File: src/rtl/board_row_streamer_pkg.sv
// Shared board geometry and streamer FSM encoding for the Game-of-Life datapath.
package gol_pkg;
    localparam int BOARD_ROWS = 16;
    localparam int BOARD_COLS = 16;
    localparam int BOARD_BITS = BOARD_ROWS * BOARD_COLS;
    localparam int ROW_IDX_W  = $clog2(BOARD_ROWS);

    typedef enum logic [1:0] {
        IDLE   = 2'd0,
        STREAM = 2'd1,
        DONE   = 2'd2
    } state_t;
endpackage

File: src/rtl/board_row_streamer_row_popcount.sv
// Combinational population count of one board row.
module row_popcount #(
    parameter int COLS = 16
) (
    input  logic [COLS-1:0]        row,
    output logic [$clog2(COLS):0]  count
);
    localparam int CW = $clog2(COLS) + 1;

    always_comb begin
        count = '0;
        for (int i = 0; i < COLS; i++)
            count = count + {{(CW-1){1'b0}}, row[i]};
    end
endmodule

File: src/rtl/board_row_streamer.sv
// Captures one finished board and replays it row by row over a valid/ready stream.
// Define BOARD_ROWS_STREAMER_POPCOUNT_EN-style macro BOARD_ROW_STREAMER_POPCOUNT_EN to add row_pop/pop_count outputs.
module board_row_streamer
    import gol_pkg::*;
#(
    parameter int ROWS   = BOARD_ROWS,
    parameter int COLS   = BOARD_COLS,
    parameter int RIDX_W = ROW_IDX_W
) (
    input  logic                   clk,
    input  logic                   rst,
    input  logic                   board_valid,
    output logic                   board_ready,
    input  logic [ROWS*COLS-1:0]   board,
    output logic                   row_valid,
    input  logic                   row_ready,
    output logic [COLS-1:0]        row_data,
    output logic [RIDX_W-1:0]      row_idx,
    output logic                   row_last,
    output logic                   frame_done
`ifdef BOARD_ROW_STREAMER_POPCOUNT_EN
    ,
    output logic [$clog2(ROWS*COLS):0] pop_count,
    output logic [$clog2(COLS):0]      row_pop
`endif
);
    localparam logic [RIDX_W-1:0] LAST_ROW = RIDX_W'(ROWS - 1);

    state_t                     state, state_n;
    logic [ROWS-1:0][COLS-1:0]  cap_q;
    logic [RIDX_W-1:0]          ridx_q;
    logic                       ready_q;
    logic                       capture, advance;

    always_comb begin
        state_n = state;
        capture = 1'b0;
        advance = 1'b0;
        case (state)
            IDLE: begin
                if (board_valid && ready_q) begin
                    capture = 1'b1;
                    state_n = STREAM;
                end
            end
            STREAM: begin
                if (row_ready) begin
                    if (ridx_q == LAST_ROW) state_n = DONE;
                    else                    advance = 1'b1;
                end
            end
            DONE:    state_n = IDLE;
            default: state_n = IDLE;
        endcase
    end

    // ready is registered from the next state so it never depends on row_ready combinationally
    always_ff @(posedge clk) begin
        if (rst) begin
            state   <= IDLE;
            cap_q   <= '0;
            ridx_q  <= '0;
            ready_q <= 1'b0;
        end else begin
            state   <= state_n;
            ready_q <= (state_n == IDLE);
            if (capture) begin
                cap_q  <= board;
                ridx_q <= '0;
            end else if (advance) begin
                ridx_q <= ridx_q + 1'b1;
            end
        end
    end

    assign board_ready = ready_q;
    assign row_valid   = (state == STREAM);
    assign row_data    = cap_q[ridx_q];
    assign row_idx     = ridx_q;
    assign row_last    = (ridx_q == LAST_ROW) && row_valid;
    assign frame_done  = (state == DONE);

`ifdef BOARD_ROW_STREAMER_POPCOUNT_EN
    localparam int POP_W = $clog2(ROWS*COLS) + 1;

    logic [POP_W-1:0] pop_q;

    row_popcount #(.COLS(COLS)) u_row_popcount (
        .row   (row_data),
        .count (row_pop)
    );

    always_ff @(posedge clk) begin
        if (rst)
            pop_q <= '0;
        else if (capture)
            pop_q <= '0;
        else if (row_valid && row_ready)
            pop_q <= pop_q + POP_W'(row_pop);
    end

    assign pop_count = pop_q;
`endif
endmodule

File: config.mk
export PLATFORM = sky130hd
export DESIGN_NAME = board_row_streamer
export DESIGN_NICKNAME = d
export VERILOG_FILES = /design/src/rtl/board_row_streamer_pkg.sv /design/src/rtl/board_row_streamer_row_popcount.sv /design/src/rtl/board_row_streamer.sv
export SDC_FILE = /design/constraint.sdc
export NUM_CORES = 1
export LEC_CHECK = 0
export CAP_MARGIN = 20
export CORE_ASPECT_RATIO = 0.8
export CORE_MARGIN = 2
export CORE_UTILIZATION = 51
export DETAILED_ROUTE_END_ITERATION = 6
export GPL_ROUTABILITY_DRIVEN = 0
export PLACE_DENSITY = 0.84
export SLEW_MARGIN = 30
export SYNTH_ARGS = -nofsm -noshare
export SYNTH_HDL_FRONTEND = slang
export SYNTH_HIERARCHICAL = 1
export SYNTH_SLANG_ARGS = --single-unit
File: constraint.sdc
create_clock -name clk -period 4.55 [get_ports clk]
set_clock_uncertainty 0.1 [all_clocks]
set_input_delay 0.6825 -clock clk [delete_from_list [all_inputs] [get_ports clk]]
set_output_delay 0.6825 -clock clk [all_outputs]
set_load 0.01 [all_outputs]
==> results.sh <==
export IMPL_status="finished, final reports clean"
export IMPL_die_area_um2=20600
export IMPL_max_slew_violation_count=0
export IMPL_p_per_area_nw_per_um2=384
export IMPL_die_h_um=129
export IMPL_synth_avg_cell_area_um2=13.3
export IMPL_cts_buffers=25
export IMPL_final_util=0.723
export IMPL_finalHoldWorstSlack_ns=0.375
export IMPL_synth_cell_type_count=32
export IMPL_final_nets=1254
export IMPL_synth_yosys_seq_area_share=0.530
export IMPL_critical_path_n_buffers_inverters=2
export IMPL_synth_edff_count=0
export IMPL_final_cell_area_excluding_filler_cells_um2=13800
export IMPL_clockRootBuffer="sky130_fd_sc_hd__clkbuf_16"
export IMPL_final_hold_violation_count=0
export IMPL_finalPower_mw=5.29
export IMPL_critical_path_capture_point_type="primary output"
export IMPL_grt_start_max_net_pins=137
export IMPL_wire_per_inst_um=23.8
export IMPL_worst_hold_path_type="register to register"
export IMPL_layout_cells_most_common="sky130_fd_sc_hd__clkdlybuf4s50_1"
export IMPL_fillerInstances=1338
export IMPL_drt_vias_per_instance=6.19
export IMPL_ys_seq_elements=263
export IMPL_fin_crit_ns=3.85
export IMPL_maximum_clock_insertion_buffer_count=3
export IMPL_worst_skew_pair_late_latency_ns=0.52
export IMPL_fin_setup_tns_ns=0
export IMPL_worst_path_stages=5
export IMPL_cts_repair_resize_count=0
export IMPL_most_area_hungry_cell_type_in_the_yosys_netlist="sky130_fd_sc_hd__dfxtp_1"
export IMPL_r2r_worst_path_cells=5
export IMPL_min_path_cells=1
export IMPL_critical_path_arrival_ns=3.07
export IMPL_placement_cell_area_um2=12900
export IMPL_grt_pass1_wl_um=45400
export IMPL_layout_setup_ws_ns=0.699
export IMPL_synth_largest_type_area_fraction=0.530
export IMPL_post_cts_setup_buffers=0
export IMPL_placeableCoreArea_um2=19000
export IMPL_achievable_frequency_ghz=0.260
export IMPL_post_layout_nonfiller_instances=1269
export IMPL_drt_wl_total_um=30200
export IMPL_worstSetupStartpointType="register"
export IMPL_syn_num_nets=1006
export IMPL_cp_data_required_time_ns=3.77
export IMPL_final_setup_viol_count=0
export IMPL_groute_usage_overall=0.287
export IMPL_synth_top_flop_cell="sky130_fd_sc_hd__dfxtp_1"
export IMPL_share_of_post_route_cells_with_drive_strength_above_1=0.116
export IMPL_syn_instance_count=745
export IMPL_drt_drc_violations_left=0
export IMPL_row_count=45
export IMPL_detailedPlacementHpwl_um=21700
export IMPL_peakVddDrop_mv=0.246
export IMPL_cts_max_level=1
export IMPL_chipWidth_um=160
export IMPL_first_global_vias=7670
export IMPL_antenna_violations_before_repair=2
export IMPL_rsz0062_at_grt="no"
export IMPL_antenna_violating_nets_post_route=0
export IMPL_min_period_over_period=0.846
export IMPL_syn_to_final_growth_pct=38.5
export IMPL_yosys_top_cells_area="sky130_fd_sc_hd__dfxtp_1 53%, sky130_fd_sc_hd__a22o_1 23%, sky130_fd_sc_hd__mux4_2 12%, sky130_fd_sc_hd__buf_2 3.3%, sky130_fd_sc_hd__mux4_1 2.9%"
export IMPL_leakagePower_nw=5.27
export IMPL_pre_cts_slack_ns=1.22
export IMPL_post_place_cells=1224
export IMPL_synth_yosys_warnings=6
export IMPL_critPathMaxFanout=45
export IMPL_cp_top_family="buffers and inverters"
export IMPL_timing_max_cap_violations=0
export IMPL_cell_chain_critical_path="buf_4 > mux4_2 > a22oi_1 > nand2_1 > clkdlybuf4s50_1"
export IMPL_cts_reportedPaths_clkPinSlew_ns=0.06
export IMPL_port_buffers=283
export IMPL_floorplan_initialDensity=0.522
export IMPL_worst_path_max_delay_cell="sky130_fd_sc_hd__dfxtp_4"
export IMPL_gr_total_overflow=0
export IMPL_synthesis_area_um2=9940
export IMPL_criticalPathCategory="register to primary output"
export IMPL_ctsHoldBuffers=0
export IMPL_asyncSetResetFlopFracSynth=0
export IMPL_cts_sinks=263
export IMPL_cts_tree="yes"
export IMPL_drt_iter0_markers=723
export IMPL_max_slew_margin_rel=0.519
export IMPL_crit_path_max_incr_delay_ns=0.82
export IMPL_detail_route_first_pass_iterations=5
export IMPL_boundaryPins=284
export IMPL_vias=7856
export IMPL_transition_at_the_pin_with_the_smallest_max_transition_slack_ns=0.721
export IMPL_final_cell_mix="283 x sky130_fd_sc_hd__clkdlybuf4s50_1, 261 x sky130_fd_sc_hd__dfxtp_1, 256 x sky130_fd_sc_hd__a22o_1"
synthesized netlist by cell type, drive strengths merged (3+ instances only):
cell / count
nor2b: 3
a22o: 256
nor2: 4
mux4: 64
clkbuf: 10
dfxtp: 263
a22oi: 32
inv: 3
nand2: 17
a21oi: 4
buf: 69
flip-flops by register name (all words and copies together), names as in the netlist:
| signal | cells |
|---|---|
| state | 2 |
| row_idx | 4 |
| board_ready | 1 |
| cap_q | 256 |
cells by family after synthesis:
group / Yosys count / synth area share
buffers and inverters: 82 / 0.0443
multiplexers: 64 / 0.150
flip-flops: 263 / 0.530
AND/OR/NAND/NOR: 38 / 0.0191
adder cells (fa/ha/maj): 1 / 0.00126
AO/OA/AOI/OAI: 297 / 0.256
routing by layer:
| metal | GRT usage | up-vias | wire length [um] |
|---|---|---|---|
| met3 | 0.0577 | 76 | 2660 |
| met2 | 0.442 | 432 | 13300 |
| met5 | 0 | - | 0 |
| met1 | 0.401 | 3828 | 13000 |
| li1 | - | 3520 | - |
| met4 | 0.120 | 0 | 1290 |
report_power, final:
group / internal [mW] / leakage (nW) / switching [mW]
logic: 0.389 / 2.71 / 0.235
clock network: 1.28 / 0.421 / 0.867
registers: 2.43 / 2.14 / 0.0862
total: 4.10 / 5.27 / 1.19
final timing paths:
check | endpoint | start | slack (ns)
worst max-delay path | row_data[12] | row_idx[1] | 0.70
worst min-delay path | cap_q[222] | cap_q[222] | 0.38
worst max register to register | cap_q[156] | state[0] | 2.50
worst min register to register | cap_q[222] | cap_q[222] | 0.38
final cells by class:
class,instances,area [um2],area share
diodes,2,5.00,0.000364
clock buffers,34,721,0.0523
clock inverters,9,125,0.00909
inverters,3,11.3,0.000818
multi-input cells,400,4240,0.308
flip-flops and latches,263,5270,0.383
well taps,258,323,0.0234
repair buffers,300,3070,0.223
Power figures use the tool's default switching activity.
